==> src/rtl/mem_access_pkg.sv <==
// mem_access_pkg: access-size type, FSM encodings and store-lane helpers for the memory stage.
package mem_access_pkg;
   typedef enum logic [1:0] {MSIZE1, MSIZE2, MSIZE4, MSIZE8} msize_t;
   typedef logic [1:0] mem_state_t;
   localparam mem_state_t S_IDLE = 2'd0;
   localparam mem_state_t S_REQ  = 2'd1;
   localparam mem_state_t S_WAIT = 2'd2;
   localparam mem_state_t S_DONE = 2'd3;

   function automatic logic [7:0] mem_strobe(msize_t s, logic [2:0] a);
      return s == MSIZE1 ? 8'h01 << a :
             s == MSIZE2 ? 8'h03 << {a[2:1], 1'b0} :
             s == MSIZE4 ? 8'h0F << {a[2], 2'b00} : 8'hFF;
   endfunction

   function automatic logic mem_misaligned(msize_t s, logic [2:0] a);
      return (s == MSIZE2 && a[0]) || (s == MSIZE4 && a[1:0] != 2'b00) || (s == MSIZE8 && a != 3'b000);
   endfunction
endpackage

==> src/rtl/mem_access_if.sv <==
// mem_access_if: execute request, data-bus and result handshakes of the memory stage.
interface mem_access_if;
   import mem_access_pkg::*;
   logic        in_valid, in_ready, in_is_load, in_is_store, in_unsigned;
   logic [63:0] in_addr, in_wdata;
   msize_t      in_msize;
   logic        dreq_valid;
   logic [63:0] dreq_addr, dreq_data;
   msize_t      dreq_size;
   logic [7:0]  dreq_strobe;
   logic        dresp_addr_ok, dresp_data_ok;
   logic [63:0] dresp_data;
   logic        out_valid, out_ready, out_unsigned, out_misalign, out_bus_err;
   logic [63:0] out_rd;
   logic [2:0]  out_addr;
   msize_t      out_msize;

   modport slave (
      input  in_valid, in_is_load, in_is_store, in_addr, in_wdata, in_msize, in_unsigned,
      input  dresp_addr_ok, dresp_data_ok, dresp_data, out_ready,
      output in_ready, dreq_valid, dreq_addr, dreq_size, dreq_strobe, dreq_data,
      output out_valid, out_rd, out_addr, out_msize, out_unsigned, out_misalign, out_bus_err
   );
   modport master (
      output in_valid, in_is_load, in_is_store, in_addr, in_wdata, in_msize, in_unsigned,
      output dresp_addr_ok, dresp_data_ok, dresp_data, out_ready,
      input  in_ready, dreq_valid, dreq_addr, dreq_size, dreq_strobe, dreq_data,
      input  out_valid, out_rd, out_addr, out_msize, out_unsigned, out_misalign, out_bus_err
   );
endinterface

==> src/rtl/mem_access_store_align.sv <==
// mem_store_align: byte-lane strobe and data shift for a store at addr[2:0].
module mem_store_align
   import mem_access_pkg::*;
(
   input  msize_t      msize,
   input  logic [2:0]  addr,
   input  logic [63:0] wdata,
   output logic [7:0]  strobe,
   output logic [63:0] data
);
   assign strobe = mem_strobe(msize, addr);
   assign data   = wdata << {addr, 3'b000};
endmodule

==> src/rtl/mem_access.sv <==
// mem_access: memory-stage front-end; issues one bus access per accepted request and
// holds the raw bus word plus extraction tags until the consumer takes it.
module mem_access
   import mem_access_pkg::*;
#(
   parameter int TIMEOUT_CYCLES = 0,
   parameter int CNT_W          = 16
) (
   input logic          clk,
   input logic          rst_n,
   mem_access_if.slave  bus
);
   localparam logic [CNT_W-1:0] TO_LIMIT = CNT_W'(TIMEOUT_CYCLES);

   mem_state_t       state;
   logic [CNT_W-1:0] cnt;
   logic             is_ld, mem, mis, timeout;
   logic [7:0]       al_strobe;
   logic [63:0]      al_data;

   mem_store_align u_align (
      .msize (bus.in_msize),
      .addr  (bus.in_addr[2:0]),
      .wdata (bus.in_wdata),
      .strobe(al_strobe),
      .data  (al_data)
   );

   assign mem     = bus.in_is_load | bus.in_is_store;
   assign mis     = mem && mem_misaligned(bus.in_msize, bus.in_addr[2:0]);
   assign timeout = (TIMEOUT_CYCLES != 0) && (cnt == TO_LIMIT);

   always_ff @(posedge clk or negedge rst_n) begin
      if (!rst_n) begin
         state            <= S_IDLE;
         cnt              <= '0;
         is_ld            <= 1'b0;
         bus.in_ready     <= 1'b1;
         bus.dreq_valid   <= 1'b0;
         bus.dreq_addr    <= '0;
         bus.dreq_size    <= MSIZE1;
         bus.dreq_strobe  <= '0;
         bus.dreq_data    <= '0;
         bus.out_valid    <= 1'b0;
         bus.out_rd       <= '0;
         bus.out_addr     <= '0;
         bus.out_msize    <= MSIZE1;
         bus.out_unsigned <= 1'b0;
         bus.out_misalign <= 1'b0;
         bus.out_bus_err  <= 1'b0;
      end else begin
         case (state)
            S_IDLE: if (bus.in_valid) begin
               bus.in_ready     <= 1'b0;
               bus.out_addr     <= bus.in_addr[2:0];
               bus.out_msize    <= bus.in_msize;
               bus.out_unsigned <= bus.in_unsigned;
               bus.out_rd       <= '0;
               bus.out_bus_err  <= 1'b0;
               bus.out_misalign <= mis;
               is_ld            <= bus.in_is_load;
               if (!mem || mis) begin
                  state         <= S_DONE;
                  bus.out_valid <= 1'b1;
               end else begin
                  state           <= S_REQ;
                  cnt             <= '0;
                  bus.dreq_valid  <= 1'b1;
                  bus.dreq_addr   <= bus.in_addr;
                  bus.dreq_size   <= bus.in_msize;
                  bus.dreq_strobe <= bus.in_is_store ? al_strobe : 8'h00;
                  bus.dreq_data   <= bus.in_is_store ? al_data : 64'h0;
               end
            end
            S_REQ, S_WAIT: begin
               cnt <= &cnt ? cnt : cnt + 1'b1;
               // completion wins over a timeout landing on the same cycle
               if (bus.dresp_data_ok && (state == S_WAIT || bus.dresp_addr_ok)) begin
                  state          <= S_DONE;
                  bus.dreq_valid <= 1'b0;
                  bus.out_valid  <= 1'b1;
                  bus.out_rd     <= is_ld ? bus.dresp_data : 64'h0;
               end else if (timeout) begin
                  state           <= S_DONE;
                  bus.dreq_valid  <= 1'b0;
                  bus.out_valid   <= 1'b1;
                  bus.out_bus_err <= 1'b1;
               end else if (state == S_REQ && bus.dresp_addr_ok) begin
                  state          <= S_WAIT;
                  bus.dreq_valid <= 1'b0;
               end
            end
            S_DONE: if (bus.out_ready) begin
               state         <= S_IDLE;
               bus.out_valid <= 1'b0;
               bus.in_ready  <= 1'b1;
            end
            default: state <= S_IDLE;
         endcase
      end
   end
endmodule

==> src/flat_wrapper.sv <==
// flat-port wrapper written by rule: the top's interface ports become plain ports
module mem_access_flat import mem_access_pkg::*;
#(
   parameter int TIMEOUT_CYCLES = 0,
   parameter int CNT_W          = 16
)
  (clk, rst_n, bus_in_valid, bus_in_is_load, bus_in_is_store, bus_in_addr, bus_in_wdata, bus_in_msize, bus_in_unsigned, bus_dresp_addr_ok, bus_dresp_data_ok, bus_dresp_data, bus_out_ready, bus_in_ready, bus_dreq_valid, bus_dreq_addr, bus_dreq_size, bus_dreq_strobe, bus_dreq_data, bus_out_valid, bus_out_rd, bus_out_addr, bus_out_msize, bus_out_unsigned, bus_out_misalign, bus_out_bus_err);
  mem_access_if bus_i ();
  input logic clk;
  input logic rst_n;
  input wire logic [$bits(bus_i.in_valid)-1:0] bus_in_valid;
  input wire logic [$bits(bus_i.in_is_load)-1:0] bus_in_is_load;
  input wire logic [$bits(bus_i.in_is_store)-1:0] bus_in_is_store;
  input wire logic [$bits(bus_i.in_addr)-1:0] bus_in_addr;
  input wire logic [$bits(bus_i.in_wdata)-1:0] bus_in_wdata;
  input wire logic [$bits(bus_i.in_msize)-1:0] bus_in_msize;
  input wire logic [$bits(bus_i.in_unsigned)-1:0] bus_in_unsigned;
  input wire logic [$bits(bus_i.dresp_addr_ok)-1:0] bus_dresp_addr_ok;
  input wire logic [$bits(bus_i.dresp_data_ok)-1:0] bus_dresp_data_ok;
  input wire logic [$bits(bus_i.dresp_data)-1:0] bus_dresp_data;
  input wire logic [$bits(bus_i.out_ready)-1:0] bus_out_ready;
  output wire logic [$bits(bus_i.in_ready)-1:0] bus_in_ready;
  output wire logic [$bits(bus_i.dreq_valid)-1:0] bus_dreq_valid;
  output wire logic [$bits(bus_i.dreq_addr)-1:0] bus_dreq_addr;
  output wire logic [$bits(bus_i.dreq_size)-1:0] bus_dreq_size;
  output wire logic [$bits(bus_i.dreq_strobe)-1:0] bus_dreq_strobe;
  output wire logic [$bits(bus_i.dreq_data)-1:0] bus_dreq_data;
  output wire logic [$bits(bus_i.out_valid)-1:0] bus_out_valid;
  output wire logic [$bits(bus_i.out_rd)-1:0] bus_out_rd;
  output wire logic [$bits(bus_i.out_addr)-1:0] bus_out_addr;
  output wire logic [$bits(bus_i.out_msize)-1:0] bus_out_msize;
  output wire logic [$bits(bus_i.out_unsigned)-1:0] bus_out_unsigned;
  output wire logic [$bits(bus_i.out_misalign)-1:0] bus_out_misalign;
  output wire logic [$bits(bus_i.out_bus_err)-1:0] bus_out_bus_err;
  assign bus_i.in_valid = bus_in_valid;
  assign bus_i.in_is_load = bus_in_is_load;
  assign bus_i.in_is_store = bus_in_is_store;
  assign bus_i.in_addr = bus_in_addr;
  assign bus_i.in_wdata = bus_in_wdata;
  assign bus_i.in_msize = bus_in_msize;
  assign bus_i.in_unsigned = bus_in_unsigned;
  assign bus_i.dresp_addr_ok = bus_dresp_addr_ok;
  assign bus_i.dresp_data_ok = bus_dresp_data_ok;
  assign bus_i.dresp_data = bus_dresp_data;
  assign bus_i.out_ready = bus_out_ready;
  assign bus_in_ready = bus_i.in_ready;
  assign bus_dreq_valid = bus_i.dreq_valid;
  assign bus_dreq_addr = bus_i.dreq_addr;
  assign bus_dreq_size = bus_i.dreq_size;
  assign bus_dreq_strobe = bus_i.dreq_strobe;
  assign bus_dreq_data = bus_i.dreq_data;
  assign bus_out_valid = bus_i.out_valid;
  assign bus_out_rd = bus_i.out_rd;
  assign bus_out_addr = bus_i.out_addr;
  assign bus_out_msize = bus_i.out_msize;
  assign bus_out_unsigned = bus_i.out_unsigned;
  assign bus_out_misalign = bus_i.out_misalign;
  assign bus_out_bus_err = bus_i.out_bus_err;
  mem_access #(.TIMEOUT_CYCLES(TIMEOUT_CYCLES), .CNT_W(CNT_W)) u_core (.clk(clk), .rst_n(rst_n), .bus(bus_i));
endmodule
==> config.mk <==
export PLATFORM = sky130hd
export DESIGN_NAME = mem_access_flat
export DESIGN_NICKNAME = d
export VERILOG_FILES = /design/src/rtl/mem_access_pkg.sv /design/src/rtl/mem_access_if.sv /design/src/rtl/mem_access_store_align.sv /design/src/rtl/mem_access.sv /design/src/flat_wrapper.sv
export SDC_FILE = /design/constraint.sdc
export NUM_CORES = 1
export LEC_CHECK = 0
export BUFFER_PORTS_ARGS = -buffer_cell sky130_fd_sc_hd__clkbuf_2
export CORE_AREA = 2 2 160 162
export CTS_BUF_LIST = sky130_fd_sc_hd__clkbuf_8
export CTS_CLUSTER_DIAMETER = 60
export DETAILED_ROUTE_END_ITERATION = 10
export DIE_AREA = 0 0 162 164
export PLACE_DENSITY = 0.68
export RECOVER_POWER = 25
export SETUP_SLACK_MARGIN = 0.1
export SYNTH_ARGS = -nofsm -noshare
export SYNTH_HDL_FRONTEND = slang
export SYNTH_SLANG_ARGS = --single-unit
==> constraint.sdc <==
create_clock -name clk -period 3 [get_ports clk]
set_clock_uncertainty 0.05 [all_clocks]
set_input_delay 0.45 -clock clk [delete_from_list [all_inputs] [get_ports clk]]
set_output_delay 0.45 -clock clk [all_outputs]
set_load 0.01 [all_outputs]
Word-level counts from Yosys, hierarchy flattened
Cells that the tools add are included.

cells by class
  add/sub/neg operators = 0
  multipliers = 0
  divide/modulo/power cells = 0
  order comparisons = 0
  eq/ne operators = 12
  shift operators = 4
  muxes and demuxes = 28
  bitwise gates (word level) = 2
  reduce and logical (&&, ||, !) cells = 25

operators with widths
  kind                                                                      count
  64-bit two-way mux                                                        4
  64-bit one-hot mux with 2 select lines                                    1
  64-bit by 6-bit << shifter with 64-bit output                             1
  8-bit two-way mux                                                         4
  3-bit AND reduction                                                       4
  1-bit two-way mux                                                         10
  2-bit two-way mux                                                         5
  2-bit == test (second input constant)                                     4
  4-bit AND reduction                                                       2
  1-bit by 3-bit << shifter with 8-bit output (first input constant)        1
  2-bit by 3-bit << shifter with 8-bit output (first input constant)        1
  4-bit by 3-bit << shifter with 8-bit output (first input constant)        1
  1-bit logical AND                                                         6
  2-bit inequality test (second input constant)                             3
  2-bit one-hot mux with 3 select lines                                     1
  2-bit nonzero test                                                        3
  2-bit by 1-bit == test with 1-bit output (second input constant)          2
  2-bit zero test                                                           2
  1-bit logical OR                                                          4
  2-bit by 1-bit inequality test with 1-bit output (second input constant)  2
  1-bit one-hot mux with 2 select lines                                     2
  3-bit by 1-bit inequality test with 1-bit output (second input constant)  1
  1-bit one-hot mux with 3 select lines                                     1
  3-bit nonzero test                                                        1
  other kinds (5)                                                           5

word-level totals
  register bits = 215
  latch bits = 0
  RAM bits = 0
  memory bits (read-only) = 0
  input bits = 203
  output and inout port bits = 213
  logic and storage cells = 85
  memories = 0

Logic depth before layout (Yosys ltp)
Gate-level depths: netlist of the first run.

  word-level depth = 9
  depth in mapped cells = 10
  mapped depth without buffers = 6

Hierarchy
A second synthesis of the first run with hierarchy kept.

unflattened totals
  cells, all modules = 1080
  area, all modules = 10836.6 µm²

modules (own cells, without submodules)
  module           times used  cells each  area an instance (µm²)  sequential area each (µm²)
  mem_access       1           800         8683.3                  5381.4
  mem_store_align  1           280         2153.3                  0.0

Worst setup path after synthesis of the first run
No wires, ideal clock.

  path kind = flip-flop to flip-flop
  start = register u_core.state[0]
  end = register u_core.bus.dreq_addr[47]
  setup time = 125 ps
  arrival = 1738 ps
  data required time = 2825 ps
  path slack = 1086 ps
  stages on the path, launching flop included = 9
  buffers on the path = 3
  clock period less this slack = 1914 ps
  cell sequence = dfrtp_1 inv_1 ha_1 and2_1 buf_2 o221ai_2 buf_4 buf_6 mux2_4

between the ends
  word-level cells in the longest chain between the ends = 2

RTL lines
  what                           line                 text
  start, declared                mem_access.sv:15     mem_state_t state;
  start signal, assigned         mem_access.sv:35     state <= S_IDLE;
  start signal, assigned         mem_access.sv:63     state <= S_DONE;
  start signal, assigned         mem_access.sv:66     state <= S_REQ;
  2-bit zero test                mem_access.sv:52     case (state)
  3-bit AND reduction (no line)  -
  end signal, assigned           mem_access.sv:69     bus.dreq_addr <= bus.in_addr;
  end, declared                  mem_access_if.sv:21  output in_ready, dreq_valid, dreq_addr, dreq_size, dreq_strobe, dreq_data,

Every way passes these cells.
A chain may end at the register's enable or synchronous reset.

Final worst setup path of the first run
  start = register u_core.state[0]
  end = register u_core.bus.out_rd[61]

between the ends
  word-level cells in the longest chain between the ends = 5
  elaborated cells between the ends (all ways) = 11
  classes of those cells = eq/ne: 4; mux: 1; reduce/logical: 6

RTL lines
  what                                                        line                                text
  2-bit == test                                               mem_access.sv:52, mem_access.sv:78
  1-bit logical OR                                            mem_access.sv:78                    if (bus.dresp_data_ok && (state == S_WAIT || bus.dresp_addr_ok)) begin
  1-bit logical AND                                           mem_access.sv:78
  2-bit by 1-bit inequality test with 1-bit output (no line)  -
  3-bit AND reduction (no line)                               -
  end signal, assigned                                        mem_access.sv:82                    bus.out_rd <= is_ld ? bus.dresp_data : 64'h0;
  end, declared                                               mem_access_if.sv:22                 output out_valid, out_rd, out_addr, out_msize, out_unsigned, out_misalign, out_bus_err

Several ways; a longest one is shown, not always the timed one.

==> results_dict.tcl, run 1 <==
set metrics [dict create \
    p_switching_mw 4.81 \
    fin_util_pct 52.4 \
    grt_pass1_vias 8392 \
    min_period_over_period_pct 80.3 \
    pin_count 416 \
    drive_gt1_share_pct 41.7 \
    synth_edf_count 0 \
    drv_slew 0 \
    cts-root-buf "clkbuf_8" \
    maxCapViolCount 0 \
    htreeDepth 2 \
    syn_area_per_cell_um2 10.4 \
    worstPathArrival_ns 2.70 \
    p_seq_share_pct 38.8 \
    syn_inst 944 \
    crit_type "register to register" \
    synth_largest_area_cell "dfrtp_1" \
    antenna_found_initial 1 \
    swShare_pct 38.0 \
    clock_sinks 215 \
    p_int_mw 7.83 \
    required_ns 3.29 \
    outcome "finished clean" \
    antenna_left 0 \
    clock.fmax_ghz 0.415 \
    p_leak_nw 6.70 \
    ctsResizeCount 0 \
    numCtsBuffers 39 \
    clockPowerShare_pct 22.7 \
    hpwl_um 22800 \
    power_density_nw_per_um2 973 \
    place_congestion 0.896 \
    row_count 58 \
    drt_first_pass_iters 5 \
    clk_path_buf_depth 3 \
    design.die.area_um2 26600 \
    grt_use_total_pct 22.5 \
    initial_core_util_pct 39.6 \
    yosysSeqAreaShare_pct 54.7 \
    vias 8639 \
    cp_max_fo 128 \
    setup_viol 0 \
    syn-num-nets 1151 \
    hold_viol_final 0 \
    area_growth_syn_to_layout_pct 32.2 \
    drt-initial-drc-count 639 \
    synthTopCellsByArea "dfrtp_1, nand2_1, mux2_2, o21ai_0, mux2i_1" \
    grt_max_degree 129 \
    die_width_um 162 \
    clock_latency_ns 0.51 \
    syn_area_um2 9830 \
    viasPerCell 5.06 \
    yosys-top-cells-count "nand2_1, dfrtp_1, o21ai_0" \
    hp-class "input port to register" \
    ys_seq_elements 215 \
    grt_pass1_wl_um 46800 \
    rsz0062_at_grt "no" \
    synth.most_common_cell "nand2_1" \
    peakVddDrop_v 0.000576 \
    max-slew-margin-rel_pct 14.2 \
    finalSetupTns_ns 0 \
    power_frac_comb_pct 38.4 \
    worst_slew_pin_slew_ns 1.29 \
    critPathLaunchType "register" \
    final_cell_count_no_fill 1707 \
    cp-end-kind "register" \
    synth-warning-count 0 \
    core_um2 24800 \
    port_buffers 414 \
    routedWlPerCell_um 18.0 \
    wl_um 30700 \
    yosysTopAreaCellShare_pct 54.5 \
    layout_min_cycle_time_ns 2.41 \
    placed_cells 1636 \
    async_reset_ff_share_pct 100 \
    fin_hold_ws_ns 0.0787 \
    clk_pin_slew_ns 0.06 \
    synth_cell_types 46 \
    die_y_um 164 \
    grt-ovfl-total 0 \
    drc 0 \
    cts_tree "yes" \
    synth_top_flop_cell "dfrtp_1" \
    finalNetCount 1555 \
]
==> metrics by stage <==
step	area [um2]	total power, mW	worst slack (ns)
2_1_floorplan	9830	7.67	1.09
3_3_place_gp	12200	9.74	0.442
3_5_place_dp	12200	9.86	0.393
4_1_cts	13000	12.8	0.585
5_1_grt	13000	13.5	0.297
6_report	13000	12.6	0.591
==> worst max-delay path, cell delays in order, from the launching register on <==
cell and delay (ns):
dfrtp_1 0.37, inv_1 0.09, ha_1 0.29, nand2_1 0.09, buf_4 0.21, a22o_4 0.79
o21ai_0 0.25
==> layout make-up <==
| type | instances | area, um2 |
|---|---|---|
| fillers | 2293 | 11800 |
| flip-flops and latches | 215 | 5380 |
| multi-input cells | 647 | 4070 |
| repair buffers | 435 | 2270 |
| clock buffers | 53 | 729 |
| well taps | 330 | 413 |
| clock inverters | 16 | 90.1 |
| inverters | 10 | 37.5 |
| diodes | 1 | 2.50 |
==> sequential cells by signal, summed over array words and instances (netlist names) <==
signal and flops:
u_core.bus.dreq_addr 64, u_core.bus.out_addr 3, u_core.bus.out_unsigned 1, u_core.bus.dreq_data 64, u_core.bus.out_misalign 1, u_core.bus.out_msize 2, u_core.state 2, u_core.bus.dreq_valid 1
u_core.bus.out_valid 1, u_core.is_ld 1, u_core.bus.dreq_strobe 8, u_core.bus.out_rd 64, u_core.bus.in_ready 1, u_core.bus.dreq_size 2
==> path summary, 6_finish.rpt <==
path	from	endpoint	slack [ns]	depth (start not counted)
min in group asynchronous	rst_n	u_core.bus.out_rd[43]	0.49	2
max in group asynchronous	rst_n	u_core.bus.dreq_addr[21]	0.69	3
worst min register to register	u_core.bus.out_misalign	u_core.bus.out_misalign	0.42	2
worst max register to register	u_core.state[0]	u_core.bus.out_rd[61]	0.59	6
worst min-delay path	bus_in_unsigned	u_core.bus.out_unsigned	0.08	3
worst max-delay path	u_core.state[0]	u_core.bus.out_rd[61]	0.59	6
==> what timing repair did <==
action                                 CTS  global route
buffers inserted                         0             0
endpoints found under the hold margin   83             0
hold buffers                             1             0
==> routing by layer <==
| metal | GRT usage (%) | routed length [um] | share of wire [%] | vias to the layer above |
|---|---|---|---|---|
| li1 | - | - | - | 4095 |
| met1 | 29.1 | 12400 | 40 | 4090 |
| met2 | 37.0 | 14800 | 48 | 399 |
| met3 | 6.09 | 2780 | 9.0 | 55 |
| met4 | 7.04 | 726 | 2.4 | 0 |
| met5 | 0 | 0 | 0 | - |
==> cell usage in the layout (no fill, tap or decap), drive strengths merged, types with 2 or more instances in the layout <==
master   count
a211oi       7
a21oi       13
a221oi      22
a22o         9
a2bb2oi      7
a31oi        2
a32o         3
and2         4
buf         19
clkbuf     468
clkinv       3
dfrtp      214
ha           4
inv         22
mux2        80
mux2i       39
mux4         2
nand2      226
nand2b       3
nand3        2
nor2        40
nor2b        9
o21ai      128
o221ai       2
o22ai       15
o31ai       18
or2          2
==> cell families after synthesis <==
kind of cell             synth area share (%)
other                                  0.0381
flip-flops                               54.7
multiplexers                             14.2
adder cells (fa/ha/maj)                 0.509
buffers and inverters                    4.10
AND/OR/NAND/NOR                          11.6
AO/OA/AOI/OAI                            14.7
==> power by group through the flow <==
stage / logic [mW] / registers, mW / clock network, mW
floorplan: 2.21 / 5.46 / 0
global placement: 4.83 / 4.90 / 0
detailed placement: 4.93 / 4.94 / 0
CTS: 4.93 / 4.90 / 2.96
global route: 5.38 / 5.06 / 3.11
finish: 4.86 / 4.91 / 2.87
Note: power is estimated with default switching activity, not from simulation.
==> inputs of run 2 (changes only) <==
Settings changed: PLACE_DENSITY 0.68 to 0.71.
Clock period 3 ns to 1.95 ns, I/O delays scaled along.
==> run 2 against run 1 <==
First-iteration DRC count grew 19%. Cell area grew 15%. Flip-flop and latch count is the same. Critical path depth grew 2. Largest power group is now combinational logic. Highest routed layer unchanged.
==> results_dict.tcl, run 2 (synthesis results as in run 1) <==
set metrics [dict create \
    antenna_left 0 \
    min_from "bus_dresp_data[46]" \
    viasPerCell 5.20 \
    worstPathArrival_ns 2.20 \
    core_um2 24800 \
    place_congestion 0.939 \
    drc 0 \
    routedWlPerCell_um 19.1 \
    clock_latency_ns 0.53 \
    cts_tree "yes" \
    crit_family "buffers and inverters" \
    worst_slew_pin_slew_ns 1.33 \
    grt_pass1_vias 9699 \
    vias 9835 \
    design.die.area_um2 26600 \
    grt_pass1_wl_um 52300 \
    htreeDepth 2 \
    row_count 58 \
    clock_sinks 215 \
    nFillCells 2025 \
    startpoint "u_core.state[0]" \
    drv_slew 0 \
    drive_gt1_share_pct 41.0 \
    max-slew-margin-rel_pct 11.4 \
    required_ns 2.31 \
    antenna_found_initial 1 \
    area_growth_syn_to_layout_pct 51.5 \
    crit_buf_inv 4 \
    numCtsBuffers 39 \
    cp-end-kind "register" \
    layout_min_cycle_time_ns 1.84 \
    hold_viol_final 0 \
    fin_area_um2 14900 \
    peakVddDrop_v 0.000718 \
    final_cell_mix "clkbuf_2, nand2_1, dfrtp_1" \
    final_common_cell "clkbuf_2" \
    clock.fmax_ghz 0.545 \
    setup_viol 0 \
    grt_max_degree 71 \
    cts-root-buf "clkbuf_8" \
    cp_max_fo 22 \
    critPathLaunchType "register" \
    rsz0062_at_grt "yes" \
    hp-class "input port to register" \
    finalPower_mw 20.7 \
    crit_type "register to register" \
    placed_cell_area_um2 12600 \
    drt_first_pass_iters 7 \
    port_buffers 414 \
    grt_use_total_pct 25.0 \
    finalNetCount 1740 \
    critical_path.max_stage_delay_ns 0.40 \
    reg.largest.list "u_core.bus.dreq_addr (64), u_core.bus.dreq_data (64), u_core.bus.out_rd (64)" \
    wl_um 36100 \
    initial_core_util_pct 39.6 \
    maxCapViolCount 0 \
    worstPathCellList "inv_2, ha_4, and2_4, o221ai_4, buf_4, buf_6, clkbuf_16, a22o_1" \
    clk_pin_slew_ns 0.06 \
    die_y_um 164 \
    min_period_over_period_pct 94.1 \
    pin_count 416 \
    clk_path_buf_depth 3 \
    pre_cts_ws_ns -0.0395 \
    cpMaxStageDelayCell "dfrtp_1" \
    outcome "finished clean" \
    grt-ovfl-total 0 \
    hpwl_um 23700 \
    p_leak_nw 7.57 \
    die_width_um 162 \
    setup_slack_ns 0.115 \
    drt-initial-drc-count 762 \
    r2r_start "u_core.state[0]" \
    power_density_nw_per_um2 1390 \
]
==> run 2: layer usage <==
| layer | up-vias | global-route usage (%) | routed length (um) | part of all wire, % |
|---|---|---|---|---|
| li1 | 4475 | - | - | - |
| met1 | 4707 | 30.5 | 13800 | 38 |
| met4 | 0 | 12.8 | 1660 | 4.6 |
| met2 | 551 | 42.0 | 17600 | 49 |
| met5 | - | 0 | 0 | 0 |
| met3 | 102 | 5.48 | 3030 | 8.4 |
==> run 2: path summary, 6_finish.rpt <==
| kind | to | slack [ns] | cells after the start |
|---|---|---|---|
| max reg2reg | u_core.bus.dreq_data[52] | 0.11 | 8 |
| min in group asynchronous | u_core.bus.out_rd[60] | 0.57 | 2 |
| max in group asynchronous | u_core.bus.out_rd[50] | 0.29 | 3 |
| min reg2reg | u_core.is_ld | 0.42 | 2 |
| min | u_core.bus.out_rd[46] | 0.02 | 3 |
| max | u_core.bus.dreq_data[52] | 0.11 | 8 |
==> run 2: what timing repair did <==
item	CTS	global route
resized for setup	1	23
cloned	0	9
setup buffers	0	10
hold endpoints to repair	238	0
hold buffers	127	0
pin swaps	0	2
endpoints found under the setup margin	73	178
==> run 2: power by group <==
part / internal, mW / switching [mW] / leakage (nW)
combinational: 3.97 / 4.94 / 4.34
sequential: 6.45 / 1.20 / 2.79
clock: 2.24 / 1.91 / 0.428
total: 12.7 / 8.05 / 7.57
==> run 2: layout make-up <==
type,instances,area (um2),share of cell area (%)
diodes,3,7.51,0.0504
clock buffers,45,619,4.16
clock inverters,23,133,0.891
inverters,10,37.5,0.252
multi-input cells,648,4100,27.5
flip-flops and latches,215,5380,36.1
well taps,330,413,2.77
repair buffers,619,4200,28.2
==> run 2: worst reg2reg max path, stage by stage, from the launching register on <==
cell and delay (ns):
dfrtp_1 0.40, inv_2 0.11, ha_4 0.18, and2_4 0.17
o221ai_4 0.10, buf_4 0.18, buf_6 0.11, clkbuf_16 0.17
a22o_1 0.24
==> run 2: through the flow <==
| stage | std cells | TNS [ns] | utilization, % | hold slack [ns] |
|---|---|---|---|---|
| floorplan | 944 | 0 | - | -0.0531 |
| global placement | 1676 | 0 | 50.7 | 0.185 |
| detailed placement | 1676 | -1.05 | 50.7 | 0.185 |
| CTS | 1871 | 0 | 58.8 | 0.00232 |
| global route | 1891 | 0 | 60.0 | 0.0178 |
| finish | 1893 | 0 | 60.0 | 0.0209 |
